==> src/rtl/duty_update_sequencer.sv <==
// rtl/duty_update_sequencer.sv - three-phase duty sequencer: frame check, soft-start, shift flags, gate enable
// Optional build macro DUTY_SLEW_LIMIT_EN: RUN duties slew toward target by at most SLEW_MAX per update.
module duty_update_sequencer #(
  parameter int DUTY_W      = 9,
  parameter int DUTY_MAX    = 500,
  parameter int DUTY_MID    = 250,
  parameter int BAND        = 100,
  parameter int ARM_UPDATES = 16,
  parameter int SPI_TIMEOUT = 8
`ifdef DUTY_SLEW_LIMIT_EN
  , parameter int SLEW_MAX  = 32
`endif
) (
  input  logic                clk,
  input  logic                rst,
  input  logic [3*DUTY_W-1:0] spi_duty,
  input  logic                spi_valid,
  input  logic                update,
  input  logic                pwm_req,
  input  logic                fault_clr,
  output logic [3*DUTY_W-1:0] dpwm_duty,
  output logic                shflag_b,
  output logic                shflag_c,
  output logic                pwm_en,
  output logic [2:0]          state,
  output logic [1:0]          fault_code
);
  localparam int FW    = 3 * DUTY_W;
  localparam int DW1   = DUTY_W + 1;
  localparam int PW    = DUTY_W + 6;
  localparam int ARM_W = $clog2(ARM_UPDATES + 1);
  localparam int TMO_W = $clog2(SPI_TIMEOUT + 1);
  localparam logic [FW-1:0] MID3 = {3{DUTY_W'(DUTY_MID)}};

  typedef enum logic [2:0] {
    S_IDLE = 3'd0, S_ARM = 3'd1, S_SOFT = 3'd2, S_RUN = 3'd3, S_FAULT = 3'd4
  } state_e;

  state_e           state_q, state_d;
  logic             req_meta_q, req_s_q;
  logic [FW-1:0]    target_q, target_d, duty_q, duty_d;
  logic             shb_q, shb_d, shc_q, shc_d, pwm_en_q, pwm_en_d;
  logic [1:0]       fault_q, fault_d;
  logic [4:0]       k_q, k_d;
  logic [ARM_W-1:0] arm_cnt_q, arm_cnt_d, arm_next;
  logic [TMO_W-1:0] tmo_q, tmo_d, tmo_next;
  logic             got_frame_q, got_frame_d;
  logic             in_range;
  logic [FW-1:0]    ramp_duty, run_duty;

  // MID + ((target - MID) * k) >>> 4, with k = 16 reproducing target exactly
  function automatic logic [DUTY_W-1:0] ramp(input logic [DUTY_W-1:0] t, input logic [4:0] k);
    logic signed [DW1-1:0] diff;
    logic signed [PW-1:0]  prod;
    logic signed [PW-1:0]  scaled;
    diff   = $signed({1'b0, t}) - $signed(DW1'(DUTY_MID));
    prod   = PW'(diff) * $signed({{(PW-5){1'b0}}, k});
    scaled = prod >>> 4;
    ramp   = DUTY_W'(scaled + $signed(PW'(DUTY_MID)));
  endfunction

`ifdef DUTY_SLEW_LIMIT_EN
  function automatic logic [DUTY_W-1:0] slew(input logic [DUTY_W-1:0] t, input logic [DUTY_W-1:0] cur);
    logic signed [DW1-1:0] diff;
    logic signed [DW1-1:0] step;
    diff = $signed({1'b0, t}) - $signed({1'b0, cur});
    if (diff > $signed(DW1'(SLEW_MAX)))       step = $signed(DW1'(SLEW_MAX));
    else if (diff < -$signed(DW1'(SLEW_MAX))) step = -$signed(DW1'(SLEW_MAX));
    else                                      step = diff;
    slew = DUTY_W'($signed({1'b0, cur}) + step);
  endfunction
`endif

  function automatic logic region(input logic [DUTY_W-1:0] x);
    int q;
    q      = int'(x) / BAND;
    region = q[0];
  endfunction

  always_comb begin
    in_range  = 1'b1;
    ramp_duty = '0;
    run_duty  = '0;
    for (int i = 0; i < 3; i++) begin
      if (int'(spi_duty[i*DUTY_W +: DUTY_W]) > DUTY_MAX) in_range = 1'b0;
      ramp_duty[i*DUTY_W +: DUTY_W] = ramp(target_q[i*DUTY_W +: DUTY_W], k_q);
`ifdef DUTY_SLEW_LIMIT_EN
      run_duty[i*DUTY_W +: DUTY_W] = slew(target_q[i*DUTY_W +: DUTY_W], duty_q[i*DUTY_W +: DUTY_W]);
`else
      run_duty[i*DUTY_W +: DUTY_W] = target_q[i*DUTY_W +: DUTY_W];
`endif
    end
  end

  always_comb begin
    state_d     = state_q;
    target_d    = target_q;
    duty_d      = duty_q;
    fault_d     = fault_q;
    k_d         = k_q;
    arm_cnt_d   = arm_cnt_q;
    got_frame_d = got_frame_q;
    tmo_d       = tmo_q;
    arm_next    = (arm_cnt_q == ARM_W'(ARM_UPDATES)) ? arm_cnt_q : arm_cnt_q + 1'b1;
    tmo_next    = tmo_q + 1'b1;

    // an out-of-range frame never reaches the target register
    if (spi_valid && in_range) target_d = spi_duty;

    case (state_q)
      S_IDLE: begin
        duty_d      = MID3;
        k_d         = '0;
        arm_cnt_d   = '0;
        got_frame_d = 1'b0;
        tmo_d       = '0;
        if (req_s_q) state_d = S_ARM;
      end
      S_ARM: begin
        duty_d = MID3;
        if (!req_s_q) begin
          state_d = S_IDLE;
        end else begin
          if (spi_valid && in_range) got_frame_d = 1'b1;
          if (update) begin
            arm_cnt_d = arm_next;
            if (arm_next == ARM_W'(ARM_UPDATES) && got_frame_q) begin
              state_d = S_SOFT;
              k_d     = '0;
              tmo_d   = '0;
            end
          end
        end
      end
      S_SOFT, S_RUN: begin
        if (spi_valid)   tmo_d = '0;
        else if (update) tmo_d = tmo_next;
        if (spi_valid && !in_range) begin
          state_d = S_FAULT;
          fault_d = 2'd2;
          duty_d  = MID3;
        end else if (!spi_valid && update && tmo_next == TMO_W'(SPI_TIMEOUT)) begin
          state_d = S_FAULT;
          fault_d = 2'd1;
          duty_d  = MID3;
        end else if (!req_s_q) begin
          state_d = S_IDLE;
          duty_d  = MID3;
        end else if (update) begin
          if (state_q == S_SOFT) begin
            duty_d = ramp_duty;
            k_d    = k_q + 1'b1;
            if (k_q == 5'd16) state_d = S_RUN;
          end else begin
            duty_d = run_duty;
          end
        end
      end
      default: begin
        duty_d = MID3;
        if (fault_clr && !req_s_q) begin
          state_d = S_IDLE;
          fault_d = 2'd0;
        end
      end
    endcase

    shb_d    = region(duty_d[2*DUTY_W +: DUTY_W]) ^ region(duty_d[DUTY_W +: DUTY_W]);
    shc_d    = region(duty_d[2*DUTY_W +: DUTY_W]) ^ region(duty_d[0 +: DUTY_W]);
    pwm_en_d = (state_d == S_SOFT) || (state_d == S_RUN);
  end

  always_ff @(posedge clk or negedge rst) begin
    if (!rst) begin
      req_meta_q  <= 1'b0;
      req_s_q     <= 1'b0;
      state_q     <= S_IDLE;
      target_q    <= MID3;
      duty_q      <= MID3;
      shb_q       <= 1'b0;
      shc_q       <= 1'b0;
      pwm_en_q    <= 1'b0;
      fault_q     <= 2'd0;
      k_q         <= '0;
      arm_cnt_q   <= '0;
      tmo_q       <= '0;
      got_frame_q <= 1'b0;
    end else begin
      req_meta_q  <= pwm_req;
      req_s_q     <= req_meta_q;
      state_q     <= state_d;
      target_q    <= target_d;
      duty_q      <= duty_d;
      shb_q       <= shb_d;
      shc_q       <= shc_d;
      pwm_en_q    <= pwm_en_d;
      fault_q     <= fault_d;
      k_q         <= k_d;
      arm_cnt_q   <= arm_cnt_d;
      tmo_q       <= tmo_d;
      got_frame_q <= got_frame_d;
    end
  end

  assign dpwm_duty  = duty_q;
  assign shflag_b   = shb_q;
  assign shflag_c   = shc_q;
  assign pwm_en     = pwm_en_q;
  assign state      = state_q;
  assign fault_code = fault_q;
endmodule

==> config.mk <==
export PLATFORM = sky130hd
export DESIGN_NAME = duty_update_sequencer
export DESIGN_NICKNAME = d
export VERILOG_FILES = /design/src/rtl/duty_update_sequencer.sv
export SDC_FILE = /design/constraint.sdc
export NUM_CORES = 1
export LEC_CHECK = 0
export CAP_MARGIN = 40
export CORE_AREA = 2 2 142 144
export DETAILED_ROUTE_END_ITERATION = 10
export DIE_AREA = 0 0 144 146
export DONT_BUFFER_PORTS = 1
export HOLD_SLACK_MARGIN = 0.03
export PLACE_DENSITY_LB_ADDON = 0.3
export SLEW_MARGIN = 30
export SYNTH_ARGS = -nofsm -noshare
export SYNTH_HDL_FRONTEND = slang
export SYNTH_SLANG_ARGS = --single-unit
==> constraint.sdc <==
create_clock -name clk -period 8.65 [get_ports clk]
set_input_delay 0.865 -clock clk [delete_from_list [all_inputs] [get_ports clk]]
set_output_delay 0.865 -clock clk [all_outputs]
set_load 0.01 [all_outputs]
==> metrics.yaml <==
finish:
  nNetsFinal: 1382
  layout-drive-gt1-share: 0.108
  instances_no_fill: 1469
  final_area_um2: 11000
  n_antenna_cell: 0
  syn_to_final_growth_pct: 4.34
critical_path:
  cp.arrival_ns: 8.12
  crit_top_cell: "inv_1"
  r2r_slack_ns: 0.78
  cp_data_required_time_ns: 8.90
  r2r-start: "run_duty[10]"
  end_kind: "register"
  startpoint_type: "register"
  max_stage_delay_ns: 0.65
  worst-r2r-cell-count: 28
  worstReg2RegEnd: "shflag_b"
  cp_max_fo: 9
  path_class: "reg2reg"
  critical_path.slowest_cell: "dfstp_2"
timing:
  setup_viol: 0
  fmax_mhz: 127
  grt_setup_unrepaired: "no"
  relSlewSlack: 0.434
  worst_slew_pin_slew_ns: 0.849
  period_share: 0.910
  finalMaxSlewViolations: 0
  skew_ns: 0.0115
  period_needed_ns: 7.87
  totalNegativeSetupSlack_ns: 0
  finalHoldViolations: 0
  setup_ws_ns: 0.779
logic_synthesis:
  ys_types: 101
  ys_ff_latch: 79
  synth-main-ff-cell: "dfrtp_1"
  synth_edf_count: 0
  yosysWarnings: 0
  async_reset_ff_frac: 1.00
  syn_area_um2: 10500
  syn_inst: 1228
  synth_nets: 1411
  synth_top_area_cell: "fa_1"
  ys_seq_area_frac: 0.192
  synth.area.top_cells: "fa_1 (15%), dfrtp_1 (10%), dfstp_2 (9.0%)"
  syn_area_per_cell_um2: 8.57
  post-synth-top-area-fraction: 0.148
drt:
  routed.top_layer: "met4"
  dr_wl_met2_um: 12500
  drt_iter0_drc: 684
  route.met3.wl_um: 1730
  totalWireLength_um: 27000
  drtAntennaViolNets: 0
  wl_met1_um: 12300
  remaining_drc_errors: 0
  first_pass_iters: 5
  num_vias: 8819
  route.detailed.wl_per_inst_um: 18.4
  avgViaCountPerCell: 6.00
flow_run:
  max_cap_viol_count: 0
clock_network:
  cts_resized: 0
  cts.sinks: 79
  clk_latency_ns: 0.35
  cts_tree: "yes"
  cts_root_buf: "clkbuf_16"
  clk_pin_slew_ns: 0.06
  clockBufferDepth: 2
  cts_buffers: 9
  ctsHoldBuffers: 0
  cts_max_level: 3
  cts_setup_buffers: 0
global_route:
  grt_max_degree: 80
  track_usage: 0.263
  overflow: 0
  antenna_found_initial: 0
  grt_pass1_vias: 8612
  grt_first_pass_wirelength_um: 44700
placed_design:
  placedCellCount: 1452
  pre_cts_ws_ns: 0.919
  port_buffers: 0
  dp_hpwl_um: 20600
  place_area_um2: 10700
  globalplace.congestion: 0.885
floorplan:
  floorplan.initialDensity: 0.545
  num_io_pins: 68
  core_area_um2: 19300
  rows: 51
  die_h_um: 146
  dieArea_um2: 21000
  die_width_um: 144
power:
  leakagePower_nw: 5.04
  ir_drop_v: 0.000111
  p_per_area_nw_per_um2: 84.8
worst_hold_path:
  min-delay-path-class: "in2async"
run_status:
  outcome: "completed"
Yosys cell counts, drive strengths merged (15+ instances only):
| cell type | instances |
|---|---|
| a211oi | 24 |
| a21o | 15 |
| a21oi | 39 |
| and2 | 38 |
| and3 | 16 |
| buf | 18 |
| clkbuf | 33 |
| dfrtp | 43 |
| dfstp | 36 |
| fa | 78 |
| ha | 72 |
| inv | 152 |
| mux2 | 28 |
| nand2 | 99 |
| nand3 | 22 |
| nor2 | 116 |
| nor2b | 43 |
| nor3 | 25 |
| o211ai | 17 |
| o21ai | 53 |
| xnor2 | 45 |
| xor2 | 17 |
how the worst max path moves through the flow:
stage	start	to	slack, ns	depth (start not counted)
after floorplan	run_duty[19]	shflag_c	1.68	29
after global placement	run_duty[10]	shflag_b	1.06	28
after detailed placement	run_duty[10]	shflag_b	0.92	28
after CTS	run_duty[10]	shflag_b	0.88	28
after global routing	run_duty[10]	shflag_b	0.33	28
final	run_duty[10]	shflag_b	0.78	28
critical path: cells and delay by family, from the launching register on:
family	cells	cell delay, ns
AO/OA/AOI/OAI	8	2.12
flip-flops	1	0.65
adder cells (fa/ha/maj)	6	2.48
XOR/XNOR	3	0.84
AND/OR/NAND/NOR	7	1.37
buffers and inverters	4	0.33
kinds of logic (layout without fill, tap and decap cells):
| group | count (synthesis) | in the layout | synth area share |
|---|---|---|---|
| buffers and inverters | 206 | 182 | 0.0798 |
| and+or+nand+nor | 438 | 438 | 0.221 |
| xor gates and xnor gates | 66 | 66 | 0.0604 |
| muxes | 33 | 33 | 0.0347 |
| adders and majority gates | 152 | 152 | 0.236 |
| DFF | 79 | 79 | 0.192 |
| AOI/OAI and AO/OA | 254 | 254 | 0.177 |
per-layer routing:
| metal | track usage | up-vias |
|---|---|---|
| met5 | 0 | - |
| met4 | 0.0525 | 0 |
| met3 | 0.0424 | 41 |
| met2 | 0.420 | 281 |
| met1 | 0.380 | 4320 |
| li1 | - | 4177 |
flip-flops by register name, summed over array words and instances (netlist names):
register,count
arm_cnt_q,5
got_frame_q,1
tmo_q,4
shflag_c,1
state,3
req_s_q,1
run_duty,27
shflag_b,1
pwm_en,1
k_q,5
fault_code,2
req_meta_q,1
dpwm_duty,27
layout make-up:
cell class / instances / area (um2)
tap: 265 / 332
sequential: 79 / 2020
clock inverter: 5 / 40.0
timing repair buffer: 11 / 93.8
inverter: 155 / 583
multi-input combinational: 943 / 7670
clock buffer: 11 / 243
fill: 1749 / 8350
power breakdown:
part           switching [mW]  internal (mW)
clock network           0.162          0.204
logic                  0.0752         0.0512
registers              0.0415          0.397
total                   0.279          0.653
per-stage QoR:
step / total power [mW] / util / hold slack [ns]
floorplan: 0.529 / - / 0.331
global placement: 0.566 / 0.552 / 0.336
detailed placement: 0.569 / 0.553 / 0.337
CTS: 0.932 / 0.568 / 0.210
global route: 0.965 / 0.568 / 0.199
finish: 0.932 / 0.568 / 0.217
cell usage in the layout (no fill, tap or decap), drive strengths merged, types with 24 or more instances in the layout:
cell    netlist  final
xnor2        45     45
and2         38     38
dfstp        36     36
mux2         28     28
nor2b        43     43
nor3         25     25
nor2        116    116
nand2        99     99
a21oi        39     39
inv         152    154
fa           78     78
dfrtp        43     43
a211oi       24     24
o21ai        53     53
ha           72     72
No activity file was read; power rests on OpenSTA's default activity.
